`src/rtl/param_subtractor_pipe.sv`:
```
// param_subtractor_pipe: a - b - bin with the borrow chain cut into PIPE_STAGES slices.
// Define PARAM_SUB_OVF_EN to add the registered signed-overflow output ovf.
module param_subtractor_pipe #(
  parameter int WIDTH       = 8,
  parameter int PIPE_STAGES = 2
) (
  input  logic             clk,
  input  logic             rst,
  input  logic [WIDTH-1:0] a,
  input  logic [WIDTH-1:0] b,
  input  logic             bin,
  input  logic             valid_in,
  output logic [WIDTH-1:0] diff,
  output logic             bout,
`ifdef PARAM_SUB_OVF_EN
  output logic             ovf,
`endif
  output logic             valid_out
);
  localparam int P = PIPE_STAGES;
  localparam int S = WIDTH / PIPE_STAGES;

  if (WIDTH < 2 || P < 1 || P > WIDTH || (WIDTH % P) != 0) begin : g_bad_cfg
    $error("param_subtractor_pipe: illegal WIDTH/PIPE_STAGES");
  end

  for (genvar k = 0; k < P; k++) begin : g_st
    // bi holds only the subtrahend slices not yet consumed
    localparam int BW = WIDTH - k * S;

    logic [WIDTH-1:0] wi;
    logic [BW-1:0]    bi;
    logic             bri;
    logic             vi;
    logic [S:0]       sl;
    logic [WIDTH-1:0] w_d, w_q;
    logic             br_d, br_q;
    logic             v_d, v_q;

    if (k == 0) begin : g_in
      assign wi  = a;
      assign bi  = b;
      assign bri = bin;
      assign vi  = valid_in;
    end else begin : g_in
      assign wi  = g_st[k-1].w_q;
      assign bi  = g_st[k-1].g_sk.bo_q;
      assign bri = g_st[k-1].br_q;
      assign vi  = g_st[k-1].v_q;
    end

    // w carries finished diff bits below slice k, raw minuend above
    always_comb begin
      sl = {1'b0, wi[k*S +: S]}
         - {1'b0, bi[S-1:0]}
         - {{S{1'b0}}, bri};
      w_d = wi;
      w_d[k*S +: S] = sl[S-1:0];
      br_d = sl[S];
      v_d  = vi;
    end

    always_ff @(posedge clk or negedge rst) begin
      if (!rst) begin
        w_q  <= '0;
        br_q <= 1'b0;
        v_q  <= 1'b0;
      end else begin
        v_q <= v_d;
        if (vi) begin
          w_q  <= w_d;
          br_q <= br_d;
        end
      end
    end

    if (k < P - 1) begin : g_sk
      logic [BW-S-1:0] bo_d, bo_q;

      always_comb begin
        bo_d = bi[BW-1:S];
      end

      always_ff @(posedge clk or negedge rst) begin
        if (!rst) begin
          bo_q <= '0;
        end else if (vi) begin
          bo_q <= bo_d;
        end
      end
    end

`ifdef PARAM_SUB_OVF_EN
    if (k == P - 1) begin : g_ovf
      logic ovf_d, ovf_q;

      always_comb begin
        ovf_d = (wi[WIDTH-1] ^ bi[BW-1]) & (sl[S-1] ^ wi[WIDTH-1]);
      end

      always_ff @(posedge clk or negedge rst) begin
        if (!rst) begin
          ovf_q <= 1'b0;
        end else if (vi) begin
          ovf_q <= ovf_d;
        end
      end
    end
`endif
  end

  assign diff      = g_st[P-1].w_q;
  assign bout      = g_st[P-1].br_q;
  assign valid_out = g_st[P-1].v_q;
`ifdef PARAM_SUB_OVF_EN
  assign ovf       = g_st[P-1].g_ovf.ovf_q;
`endif

endmodule

```
`config.mk`:
```
export PLATFORM = sky130hd
export DESIGN_NAME = param_subtractor_pipe
export DESIGN_NICKNAME = d
export VERILOG_FILES = /design/src/rtl/param_subtractor_pipe.sv
export SDC_FILE = /design/constraint.sdc
export NUM_CORES = 1
export LEC_CHECK = 0
export BUFFER_PORTS_ARGS = -buffer_cell sky130_fd_sc_hd__buf_2
export CORE_UTILIZATION = 30
export CTS_CLUSTER_DIAMETER = 150
export DETAILED_ROUTE_END_ITERATION = 8
export PLACE_DENSITY_LB_ADDON = 0.15
export SLEW_MARGIN = 20
export SYNTH_ARGS = -nofsm -noshare
export SYNTH_HDL_FRONTEND = slang
export SYNTH_SLANG_ARGS = --single-unit
```
`constraint.sdc`:
```
create_clock -name clk -period 4.35 [get_ports clk]
set_input_delay 0.87 -clock clk [delete_from_list [all_inputs] [get_ports clk]]
set_output_delay 0.87 -clock clk [all_outputs]
set_load 0.02 [all_outputs]
```
# Word-level counts from Yosys, hierarchy flattened
# Index checks and enable logic that the tools add are counted.
[totals]
register_bits = 24
inputBits = 20
wordCells = 11
output_inout_bits = 10
[op_classes]
addsub = 4
[ops]
columns = ["cell", "count"]
rows = [
  ["subtractor 4 x 4 -> 5 bit", 2],
  ["subtractor 5 x 1 -> 5 bit", 2],
]

# Depth between registers and ports, before layout
[depth]
word_depth = 2
depth_mapped = 7
ltp_nobuf = 7

# Least setup slack after synthesis
# No wires, ideal clock.
[synth_timing]
path_type = "in2reg"
start = "input port b[0]"
end = "register g_st[0].br_q"
path_slack_ps = 1830
setup_time_ps = 131
stages = 6
arrival_time_ps = 2389
path_buffers = 0
required_ps = 4219
path_cell_list = "inv_1 -> fa_1 -> fa_1 -> nand2b_4 -> and4_4 -> or3_1"
[synth_via]
elab_chain_cells = 2
[synth_rtl]
columns = ["item", "line", "source"]
rows = [
  ["from (decl)", "10", "input logic [WIDTH-1:0] b,"],
  ["subtractor 4 x 4 -> 5 bit", "55", "- {1'b0, bi[S-1:0]}"],
  ["subtractor 5 x 1 -> 5 bit", "56", "- {{S{1'b0}}, bri};"],
  ["to (signal assigned)", "72", "br_q <= br_d;"],
  ["to (decl)", "37", "logic br_d, br_q;"],
]
# No other way between the ends.
# A chain may end at the register's enable or synchronous reset.

# Worst setup path after layout
[layout_timing]
start = "input port a[0]"
end = "register g_st[0].br_q"
[layout_via]
elab_chain_cells = 2
[layout_rtl]
columns = ["item", "line", "source"]
rows = [
  ["from (decl)", "9", "input logic [WIDTH-1:0] a,"],
  ["subtractor 4 x 4 -> 5 bit", "55", ""],
  ["subtractor 5 x 1 -> 5 bit", "56", ""],
]
# No other way between the ends.

==> summary.txt <==
Power and ir drop
  • Leakage: between 0.7 and 0.8 nW
  • Cell Pwr Density: slightly above 400 nW/um^2
  • VDD IR max: between 0.1 and 0.15 mV
  • Total power: 0.6285 mW

Timing
  • Setup violators final: 0
  • Slew @ Worst Pin: around 0.54 ns
  • Max Freq: 0.4145 GHz
  • Rel. slew slack: ~64%
  • TNS Setup: 0 ns
  • Fin. Hold Viols: 0
  • WHS: roughly 0.5 ns
  • Max-slew violations: 0
  • Post-route setup slack: roughly 1.9 ns
  • Final worst-path cycle share: a little under three fifths
  • Worst clock skew: 0.0009981 ns
  • Minimum clock period after layout: ~2.4 ns
  • RSZ-0062 raised after global routing: false

Yosys
  • Synth Net Count: roughly 150
  • Mean Syn Cell Area: approximately 11 um^2
  • Synth cell types: 25
  • Yosys warnings: 0
  • Mapped Area: around 1300 um^2
  • Synthesized instance count: approximately 120
  • Yosys reg bits: 24
  • Xor/xnor share of the synthesized area: approximately 1.4%
  • Simple-Gate Fraction of Synth Area: between 10% and 20%
  • Synth Area in Adders: ~18%
  • Compound-Gate Fraction of Synth Area: around 8.5%
  • Seq/Total Area, Yosys: 46.33%
  • Mux contribution to synthesized area: slightly below 9%
  • Largest family of logic cells by synthesized area: adder cells

Floorplanning
  • Starting density of the core: a little under a third
  • Io pins: 30
  • Num rows: 23
  • Core ar.: just over 4000 um^2
  • Die ar.: approximately 4600 um^2
  • Die X: between 60 and 70 um
  • Die H: 67.73 um

Worst setup path
  • Arr. time, crit path: about 2.6 ns
  • Crit. End Element: flip-flop
  • Worst Setup EP: g_st[0].br_q
  • Reg-to-reg slack, setup: ~2.2 ns
  • Setup crit start: a[0]
  • Reg2Reg Launch Point: g_st[0].w_q[4]
  • Worst Path Required: ~4.5 ns
  • R2R Path End: bout
  • CP Launch Type: input port
  • Top fanout value on the critical path: 3
  • R2R depth: 5
  • Worst setup path category: input port to flip-flop

GRT
  • Global-route wire length before repair: roughly 3.9 mm
  • Largest net degree at the start of global routing: 25
  • GR Overflow Total: 0
  • GRT Total Usage: a little under an eighth
  • Antenna violations before repair: 0
  • Vias in the first global route: roughly 940

Clock network
  • H-Tree Depth: 1
  • CTS Buf Count: 3
  • Sink Count: 24
  • Post-CTS Hold Fix Bufs: 0
  • CTS tree: built
  • Post_cts resized: 0
  • Clk pin slew, worst setup/hold paths: about 0.080 ns
  • Clock Latency Late Sink: roughly 0.26 ns
  • CTS root buf: clkbuf_8
  • Post-CTS setup buffers: 0
  • Clock buffer depth: 2

Drt
  • Number of routed nets with antenna violations: 0
  • DRT iter0 DRCs: 26
  • Drt wl/cell: between 10 and 15 um
  • WL final: 2.242 mm
  • Vias per cell: 4.574
  • DR vias: a little under 900
  • Drt pass-1 iters: 4
  • DRC: 0

Place
  • Post-Place Worst Slack: approximately 1.7 ns
  • DP Area: around 1500 um^2
  • HPWL Detailed: between 1.5 and 2 mm
  • Final Wtd Congestion: ~0.75
  • Dpl cells: about 190
  • Number of buffers added on ports: 29

Layout
  • Fin area: ~1500 um^2
  • # diodes: 0
  • Finished Layout Cells: 195
  • Layout cell share with drive strength beyond 1: a little under a third
  • Utilization after layout: a little under two fifths
  • Post-layout nets: 182
  • Layout area overhead: 19.11%

Min path
  • Worst Hold Class: flip-flop to flip-flop

Job
  • Max-cap viol count: 0

Outcome
  • Outcome: complete, no violations
-- synthesized netlist by cell type (all sizes together) --
cell type,number,area share [%]
dfrtp,24,46
inv,18,5.2
ha,12,12
mux2,10,8.7
o21ai,7,2.7
nand2,6,1.7
fa,4,6.2
nand2b,4,2.5
nor2,4,1.2
a21oi,3,1.2
buf,3,1.2
a2111oi,2,1.4
a21boi,2,1.2
a31oi,2,0.97
and3b,2,1.4
nor2b,2,0.97
o31ai,2,1.2
xnor2,2,1.4
and3,1,0.48
and4,1,0.87
nand3,1,0.39
nand3b,1,0.58
nand4,1,0.48
or3,1,0.48
-- state kept, by name, summed over array words and instances, names as in the netlist --
signal and cells:
g_st.g_sk.bo_q 4, valid_out 1, g_st.v_q 1, g_st.br_q 1
diff 8, g_st.w_q 8, bout 1
-- worst min-delay path by stage --
stage,start,endpoint,slack [ns],depth (start not counted)
floorplan,g_st[0].v_q,valid_out,0.38,0
global placement,g_st[0].w_q[3],g_st[0].w_q[3],0.48,2
detailed placement,diff[7],diff[7],0.47,2
CTS,diff[7],diff[7],0.49,2
global route,g_st[0].w_q[3],g_st[0].w_q[3],0.52,2
finish,diff[7],diff[7],0.49,2
-- power by group --
| part | leakage, nW | internal (mW) | switching [mW] |
|---|---|---|---|
| logic | 0.463 | 0.0862 | 0.106 |
| clock network | 0.0288 | 0.0807 | 0.0692 |
| registers | 0.282 | 0.265 | 0.0216 |
| total | 0.773 | 0.432 | 0.197 |
-- cell type report --
| cell class | count | area (um^2) |
|---|---|---|
| Fill cell | 413 | 2542 |
| Inverter | 18 | 67.56 |
| Clock buffer | 4 | 55.05 |
| Timing Repair Buffer | 29 | 145.1 |
| Tap cell | 50 | 62.56 |
| Sequential cell | 24 | 600.6 |
| Multi-Input combinational cell | 70 | 613.1 |
-- critical path: stages --
cell and delay [ns]:
buf_2 0.11, fa_1 0.47, fa_1 0.44, nand2b_4 0.16
and4_4 0.18, or3_1 0.33
-- layer usage --
layer / GRT usage (%) / wire length (um) / up-vias
met5: 0 / 0 / -
met4: 6.117 / 44 / 0
met3: 3.041 / 138 / 5
met2: 19.93 / 1078 / 28
met1: 12.93 / 982 / 414
li1: - / - / 445
-- cell families (layout without fill, tap and decap cells) --
logic type | after synthesis | in the layout
buffers and inverters | 21 | 51
muxes | 10 | 10
adders and majority gates | 16 | 16
DFF | 24 | 24
and+or+nand+nor | 24 | 24
AOI/OAI and AO/OA | 18 | 18
xor gates and xnor gates | 2 | 2
-- cell usage in the layout (no fill, tap or decap), drive strengths merged, types with 2 or more instances in the layout --
| master | n |
|---|---|
| xnor2 | 2 |
| a2111oi | 2 |
| buf | 29 |
| inv | 18 |
| o21ai | 7 |
| a31oi | 2 |
| a21oi | 3 |
| nor2b | 2 |
| fa | 4 |
| clkbuf | 4 |
| o31ai | 2 |
| dfrtp | 24 |
| mux2 | 10 |
| nand2 | 6 |
| and3b | 2 |
| a21boi | 2 |
| nor2 | 4 |
| ha | 12 |
| nand2b | 4 |
Note: power is estimated with default switching activity, not from simulation.
